==> src/rtl/replay_buffer_ctrl.sv <==
// TX-side data-link replay buffer: sequences TLPs, holds them until ACKed,
// replays unacknowledged entries on NAK or replay-timer expiry.
module replay_buffer_ctrl #(
    parameter int DATA_W     = 64,
    parameter int DEPTH      = 16,
    parameter int SEQ_W      = 12,
    parameter int TIMEOUT    = 1024,
    parameter int REPLAY_MAX = 3
) (
    input  logic                     clk,
    input  logic                     reset,
    input  logic                     tx_valid,
    output logic                     tx_ready,
    input  logic [DATA_W-1:0]        tx_data,
    output logic [SEQ_W-1:0]         tx_seq,
    output logic                     out_valid,
    input  logic                     out_ready,
    output logic [DATA_W-1:0]        out_data,
    output logic [SEQ_W-1:0]         out_seq,
    output logic                     out_replay,
    input  logic                     dllp_valid,
    input  logic                     dllp_nak,
    input  logic [SEQ_W-1:0]         dllp_seq,
    output logic [$clog2(DEPTH):0]   count,
    output logic                     dllp_err,
    output logic                     retrain_req
);
    localparam int PW = $clog2(DEPTH);
    localparam int CW = PW + 1;
    localparam int TW = $clog2(TIMEOUT + 1);
    localparam int RW = $clog2(REPLAY_MAX + 2);

    localparam logic [0:0] NORMAL = 1'b0;
    localparam logic [0:0] REPLAY = 1'b1;

    logic [DATA_W-1:0] data_mem [DEPTH];
    logic [SEQ_W-1:0]  seq_mem  [DEPTH];

    logic [PW-1:0]    head, send, tail;
    logic [CW-1:0]    unsent;
    logic [SEQ_W-1:0] next_seq, head_seq;
    logic [TW-1:0]    timer;
    logic [RW-1:0]    replay_num;
    logic [0:0]       state;
    logic             pending, alive;

    // unsent counts entries between send and tail; kept explicitly so a
    // full buffer with nothing transmitted is distinguishable from empty
    assign tx_ready   = alive && (count < CW'(DEPTH)) && (state == NORMAL) && !pending;
    assign tx_seq     = next_seq;
    assign out_valid  = (unsent != '0);
    assign out_data   = out_valid ? data_mem[send] : '0;
    assign out_seq    = out_valid ? seq_mem[send] : '0;
    assign out_replay = (state == REPLAY);

    logic             wr, xfer, start, go, bad, good, purge, nak, expire, req, overflow;
    logic [SEQ_W-1:0] n;
    logic [CW-1:0]    n_c, count_p, count_nx, unsent_a, unsent_nx, sent_a;
    logic [PW-1:0]    head_nx, send_nx;
    logic [RW-1:0]    rnum_base, rnum_nx;
    logic [0:0]       state_nx;
    logic             pending_nx;
    logic [TW-1:0]    timer_nx;

    always_comb begin
        wr       = tx_valid && tx_ready;
        xfer     = out_valid && out_ready;
        start    = pending && (!out_valid || out_ready);
        n        = dllp_seq - head_seq + 1'b1;
        bad      = dllp_valid && (n > SEQ_W'(count));
        good     = dllp_valid && !bad;
        purge    = good && (n != '0);
        nak      = good && dllp_nak;
        n_c      = purge ? n[CW-1:0] : '0;
        expire   = (state == NORMAL) && (count != '0) && (timer == TW'(TIMEOUT - 1));
        req      = nak || (expire && !purge);

        head_nx  = head + PW'(n_c);
        count_p  = count - n_c;
        send_nx  = send + PW'(xfer);
        unsent_a = unsent - CW'(xfer);
        sent_a   = count - unsent_a;
        unsent_nx = unsent_a;
        // purging past the send point drags send forward to the new head
        if (purge && (n_c >= sent_a)) begin
            send_nx   = head_nx;
            unsent_nx = count_p;
        end
        unsent_nx = unsent_nx + CW'(wr);
        count_nx  = count_p + CW'(wr);

        go = start && (count_p != '0);
        if (go) begin
            send_nx   = head_nx;
            unsent_nx = count_p;
        end

        rnum_base = purge ? '0 : replay_num;
        overflow  = (rnum_base >= RW'(REPLAY_MAX));
        rnum_nx   = rnum_base;
        if (go) rnum_nx = overflow ? '0 : rnum_base + 1'b1;

        state_nx = state;
        if (state == REPLAY && unsent_nx == '0) state_nx = NORMAL;
        if (go) state_nx = REPLAY;

        pending_nx = (pending && !start) || req;

        timer_nx = timer;
        if (purge || start || expire || count_nx == '0) timer_nx = '0;
        else if (state == NORMAL && count != '0)        timer_nx = timer + 1'b1;
    end

    always_ff @(posedge clk) begin
        if (wr) begin
            data_mem[tail] <= tx_data;
            seq_mem[tail]  <= next_seq;
        end
    end

    always_ff @(posedge clk or negedge reset) begin
        if (!reset) begin
            head        <= '0;
            send        <= '0;
            tail        <= '0;
            count       <= '0;
            unsent      <= '0;
            next_seq    <= '0;
            head_seq    <= '0;
            timer       <= '0;
            replay_num  <= '0;
            state       <= NORMAL;
            pending     <= 1'b0;
            alive       <= 1'b0;
            dllp_err    <= 1'b0;
            retrain_req <= 1'b0;
        end else begin
            head        <= head_nx;
            send        <= send_nx;
            tail        <= tail + PW'(wr);
            count       <= count_nx;
            unsent      <= unsent_nx;
            next_seq    <= next_seq + SEQ_W'(wr);
            head_seq    <= head_seq + SEQ_W'(n_c);
            timer       <= timer_nx;
            replay_num  <= rnum_nx;
            state       <= state_nx;
            pending     <= pending_nx;
            alive       <= 1'b1;
            dllp_err    <= bad;
            retrain_req <= go && overflow;
        end
    end
endmodule
==> config.mk <==
export PLATFORM = sky130hd
export DESIGN_NAME = replay_buffer_ctrl
export DESIGN_NICKNAME = d
export VERILOG_FILES = /design/src/rtl/replay_buffer_ctrl.sv
export SDC_FILE = /design/constraint.sdc
export NUM_CORES = 1
export LEC_CHECK = 0
export CAP_MARGIN = 15
export CORE_MARGIN = 5
export CORE_UTILIZATION = 40
export CTS_CLUSTER_DIAMETER = 120
export DETAILED_ROUTE_END_ITERATION = 8
export HOLD_SLACK_MARGIN = 0.06
export PLACE_DENSITY = 0.6
export SYNTH_ARGS = -nofsm -noshare
export SYNTH_HDL_FRONTEND = slang
export SYNTH_SLANG_ARGS = --single-unit
export TNS_END_PERCENT = 5
==> constraint.sdc <==
create_clock -name clk -period 8.9 [get_ports clk]
set_clock_uncertainty 0.05 [all_clocks]
set_input_delay 1.78 -clock clk [delete_from_list [all_inputs] [get_ports clk]]
set_output_delay 1.78 -clock clk [all_outputs]
set_load 0.02 [all_outputs]
; Word-level counts from Yosys, hierarchy flattened
; Memories as Yosys holds them, arrays and structs flattened.
; Cells that the tools add are included.
[op_classes]
addsub = 14
muxes = 16
bitwise_logic = 1
n_eq_ne = 1
n_lt_le_gt_ge = 4
n_reduce_logical = 37
[ops]
columns = operator, count
row1 = 64-bit 2-to-1 mux, 1
row2 = 11-bit 2-to-1 mux, 2
row3 = 1-bit logical AND, 18
row4 = 5-bit 2-to-1 mux, 3
row5 = 5-bit nonzero test, 3
row6 = 12-bit by 1-bit adder with 12-bit output, 1
row7 = 12-bit by 1-bit adder with 12-bit output (second input constant), 1
row8 = 12-bit by 5-bit adder with 12-bit output, 1
row9 = 12-bit by 5-bit > comparator with 1-bit output, 1
row10 = 12-bit 2-to-1 mux, 1
row11 = 12-bit nonzero test, 1
row12 = 12-bit subtractor, 1
row13 = 11-bit by 1-bit adder with 11-bit output (second input constant), 1
row14 = 11-bit by 10-bit == test with 1-bit output (second input constant), 1
row15 = 5-bit by 1-bit adder with 5-bit output, 2
row16 = 5-bit zero test, 2
row17 = 5-bit subtractor, 2
row18 = 3-bit 2-to-1 mux, 3
row19 = 4-bit by 1-bit adder with 4-bit output, 2
row20 = 4-bit 2-to-1 mux, 2
row21 = 1-bit logical OR, 6
row22 = 5-bit >= comparator, 1
row23 = 1-bit zero test, 5
row24 = 5-bit < comparator (second input constant), 1
row25 = 7 further kinds, 11
[totals]
out_inout_bits = 98
memories = 2
word_cells = 89
register_bits = 65
ram_bits = 1216
[mem_list]
columns = memory, words, word_bits, rd, rd_ports_with_merged_regs, wr, line_no
row1 = data_mem, 16, 64, 1, 0, 1, 36  ; logic [DATA_W-1:0] data_mem [DEPTH];
row2 = seq_mem, 16, 12, 1, 0, 1, 37  ; logic [SEQ_W-1:0] seq_mem [DEPTH];

; Depth between registers and ports, before layout
[logic_depth]
depth_word = 17
ltp_mapped = 38
mapped_depth_nobuf = 35

; Worst setup path after synthesis
; OpenSTA, ideal clock, no wires.
[synth_timing]
path_kind = in2reg
start = in tx_valid
end = mem data_mem[0][0], enable pin
path_slack_ns = 0.825
arrival_ns = 7.422
n_path_buf = 0
setup_time_ns = 0.603
cell_stages = 3
path_cell_list = nand2_1 > or3_1 > nor3_1
[synth_via]
elab_chain_cells = 3
[synth_lines]
columns = item, line_no
row1 = from (decl), 12  ; input logic tx_valid,
row2 = 1-bit logical AND, 66  ; wr = tx_valid && tx_ready;
row3 = 1-bit 2-to-1 mux, 115  ; if (wr) begin
row4 = 1-bit 2-to-1 mux (implied by the code), 116  ; data_mem[tail] <= tx_data;
row5 = to (decl), 36
; Every way passes these cells.

; Worst setup path after layout
[layout_timing]
start = in dllp_seq[1]
end = reg state (netlist: out_replay)
[layout_via]
elab_chain_cells = 16
[layout_lines]
columns = item, line_no
row1 = from (decl), 23  ; input logic [SEQ_W-1:0] dllp_seq,
row2 = 12-bit subtractor *, 69  ; n = dllp_seq - head_seq + 1'b1;
row3 = 12-bit by 1-bit adder with 12-bit output *, 69
row4 = 12-bit by 5-bit > comparator with 1-bit output, 70  ; bad = dllp_valid && (n > SEQ_W'(count));
row5 = 1-bit logical AND, 70
row6 = 1-bit zero test, 71  ; good = dllp_valid && !bad;
row7 = 1-bit logical AND, 71
row8 = 1-bit logical AND, 72  ; purge = good && (n != '0);
row9 = 5-bit 2-to-1 mux, 74  ; n_c = purge ? n[CW-1:0] : '0;
row10 = 5-bit >= comparator, 85  ; if (purge && (n_c >= sent_a)) begin
row11 = 1-bit logical AND, 85
row12 = 5-bit 2-to-1 mux, 85
row13 = 5-bit by 1-bit adder with 5-bit output, 89  ; unsent_nx = unsent_nx + CW'(wr);
row14 = 5-bit 2-to-1 mux *, 93  ; if (go) begin
row15 = net unsent_nx[4], 58  ; logic [CW-1:0] n_c, count_p, count_nx, unsent_a, unsent_nx, sent_a;
row16 = 5-bit zero test *, 104  ; if (state == REPLAY && unsent_nx == '0) state_nx = NORMAL;
row17 = 1-bit logical AND *, 104
row18 = 2-bit nonzero test (no line) *, -
row19 = to (signal assigned), 147  ; state <= state_nx;
row20 = to (decl), 44  ; logic [0:0] state;
; The timed path passes the listed nets; every way through them passes the cells marked *.
; A chain may end at the register's enable or synchronous reset.

==> results.md <==
* Run status: finished, final reports clean
* Data required time at the worst endpoint at between 9000 and 10000 ps
* Initial antenna violation count at 13
* Pwr dens at 310 nW/um^2
* CTS tree: built
* Vias per cell at 5.49
* Synth Area in Compound Gates at 0.981%
* Fraction of the mapped netlist area in adder cells at 1.70%
* Cell with the most instances after synthesis: edfxtp_1
* Cts hold-fix bufs at 0
* Final core occ at 46.9%
* Post-Syn Nets at 2413
* Most Frequent Cell on Critical Path: ha_1
* Post-DP HPWL at 59300 microns
* Effective utilization at floorplan at 40.3%
* Class of the worst hold path: flop to flop
* Top fanout value on the critical path at 7
* Worst setup EP type: flop
* Die Wd at 366 microns
* Residual DRC count at 0
* Distinct cell type count after synthesis at 59
* Share of post-route cells with drive strength above 1 at 24.8%
* Dominant combinational cell family by area after synthesis: multiplexers
* # placed instances at 4034
* Worst slew margin relative to its limit at about 24%
* Area fraction of the dominant cell type after synthesis at roughly 70%
* Area fraction in and, or, nand and nor cells after synthesis at 2.79%
* Post-route standard cell area excluding fillers at 59000 sq um
* Achievable frequency at 121 MHz
* Die Span Y at 366 microns
* Setup_tns at 0 ps
* Gate count after technology mapping at 2265
* Number of global-route vias before repair at around 25k
* Setup Viol. Count Final at 0
* Fin crit share at between 90% and 100%
* Clock Tree Root: clkbuf_16
* Number of pins exceeding their max-slew limit in the final report at 0
* Number of vias after detailed routing at 23.5k
* EDFF count, synth at ~1.2k
* Maximum ir drop on the vdd rail at 231 uV
* Top Ports at 180
* Mux share of post-synthesis cell area at 17.1%
* Total setup buffers inserted after CTS at 0
* Number of clock sinks at 1281
* Port bufs at 179
* Maximum cell stage delay along the critical path at 490 ps
* Antenna Nets Post-Route at 0
* Setup repair after global routing missed its margin: no
* Final estimated routing congestion in global placement at between 0.7 and 0.8
* Leakage power total at 18.8 nW
* Fin. Hold Viols at 0
* Wire length of the first global-routing pass at roughly 170000 microns
* Data arrival at the endpoint of the critical path at 8830 ps
* Die area at 134000 sq um
* Count of fill cells added during filler insertion at 10.3k
* Post-layout instance count excluding filler cells at 4285
* Library cell occupying the most area in the post-synthesis netlist: edfxtp_1
* Wire per inst at 27.3 microns
* Overall overflow remaining after global route at 0
* First drt pass iteration count at 5
* Clock Pin Slew Worst Setup and Hold Paths at approximately 50 ps
* Number of CTS-inserted buffers at 138
* Count of max-cap constraint violations at 0
* Transition at the pin with the smallest max-transition slack at 1140 ps
* Kind of start point of the critical path: primary input
* Cell type of the slowest stage on the worst timing path: or3_1
* Final layout net count at 2672
* Leading cell types by count after synthesis: 1216 x edfxtp_1, 380 x mux4_2, 83 x nor2b_1, 70 x clkbuf_1, 65 x dfrtp_1
* Total standard cell area after synthesis at 50700 sq um
* Register bit count reported by yosys at 1281
* Standard cell area after detailed placement at between 50000 and 60000 sq um
* Final min period at between 8000 and 9000 ps
* Top cells by area in the synthesized netlist: edfxtp_1 72%, mux4_2 17%, dfrtp_1 3.2%
* Number of levels the H-tree was split into at 4
* Std-Cell Core Area at 126000 sq um
* Async SR Flop Fraction at 5.07%
* Proportion of synthesized chip area in sequential cells at 75.3%
* Class of the most critical setup path: primary input to flop
* Initial DRC count at around 1.9k
* Gates resized, CTS repair at 0
* Pin count of the biggest net entering global routing at around 120
* Number of buffers on the longest clock path at 3
* Final WL at between 100000 and 150000 microns
* Most common flop cell mapped by yosys: edfxtp_1
* Fraction of synthesized cell area in xor and xnor cells at 1.05%
* Count of standard-cell rows at 130
* Mean post-synth cell area at 22.4 sq um
* Worst skew pair latency at 760 ps
* Number of synthesis warnings at 0
* Area overhead of the layout relative to synthesis at 16.5%
* Total routing resource utilization after global routing at 17.5%
-- flip-flops by register name, summed over array words and instances, names as in the netlist --
register	count
head	4
dllp_err	1
count	5
pending	1
seq_mem	192
replay_num	3
head_seq	12
retrain_req	1
timer	11
alive	1
send	4
data_mem	1024
out_replay	1
tail	4
tx_seq	12
unsent	5
-- path summary, 6_finish.rpt --
| check | depth (start not counted) | startpoint | slack (ps) | to |
|---|---|---|---|---|
| setup / recovery | 34 | dllp_seq[1] | 630 | out_replay |
| hold / removal | 1 | head_seq[11] | 440 | head_seq[11] |
| setup reg to reg | 32 | head_seq[1] | 1660 | out_replay |
| hold reg to reg | 1 | head_seq[11] | 440 | head_seq[11] |
| max in group asynchronous | 2 | reset | 6930 | send[2] |
| min in group asynchronous | 2 | reset | 1170 | tail[1] |
-- cells in the final DEF, fill, tap and decap left out, drive strengths merged, types with 5 or more instances in the layout --
cell type	count
clkdlybuf4s50	178
nor3	9
fa	5
nor2b	83
nor3b	6
ha	61
mux4	380
xnor2	38
a21o	13
clkinv	52
o21ai	10
edfxtp	1216
buf	45
clkbuf	176
dfrtp	65
nand3	19
inv	48
and2	5
or4	5
nor2	55
a21oi	28
nand2	29
bufinv	6
diode	6
nand2b	5
nor4	6
xor2	23
nand4	11
-- worst max-delay path, delay by kind of cell --
| family | cells | cell delay (ps) |
|---|---|---|
| simple gates | 7 | 1510 |
| xor+xnor | 2 | 400 |
| compound gates | 12 | 2070 |
| mux | 2 | 410 |
| buf+inv | 4 | 580 |
| fa+ha+maj | 7 | 2080 |
-- cell families (layout without fill, tap and decap cells) --
logic type,after synthesis,after routing
DFF,1281,1281
AOI/OAI and AO/OA,75,75
and+or+nand+nor,248,248
muxes,388,388
xor gates and xnor gates,61,61
buffers and inverters,145,509
adders and majority gates,66,66
other,1,7
-- stage by stage --
stage	setup WS (ps)	total power, mW	hold slack (ps)
2_1_floorplan	825	11.0	411
5_1_grt	146	19.2	455
3_3_place_gp	224	13.1	433
4_1_cts	783	18.6	446
3_5_place_dp	1.17	13.1	434
6_report	635	18.3	444
-- layer usage --
metal / vias to the layer above / part of all wire [%] / global-route usage, %
met3: 160 / 5.5 / 3.84
met4: 4 / 2.2 / 4.85
met5: - / 0.022 / 0
met2: 624 / 51 / 29.8
met1: 12747 / 41 / 23.0
li1: 9996 / - / -
-- power by group --
part	internal (mW)	total [mW]	switching (mW)
combinational	2.87	5.68	2.80
sequential	6.88	7.23	0.353
clock	3.09	5.39	2.30
-- final cells by class --
cell class	instances	area (sq um)	share of cell area [%]
Antenna cell	6	15.0	0.0254
Clock buffer	176	3650	6.18
Clock inverter	69	604	1.02
Inverter	41	154	0.261
Multi-Input combinational cell	839	12100	20.5
Sequential cell	1281	38200	64.7
Tap cell	1650	2060	3.50
Timing Repair Buffer	223	2290	3.88
(Power assumes the default switching activity.)
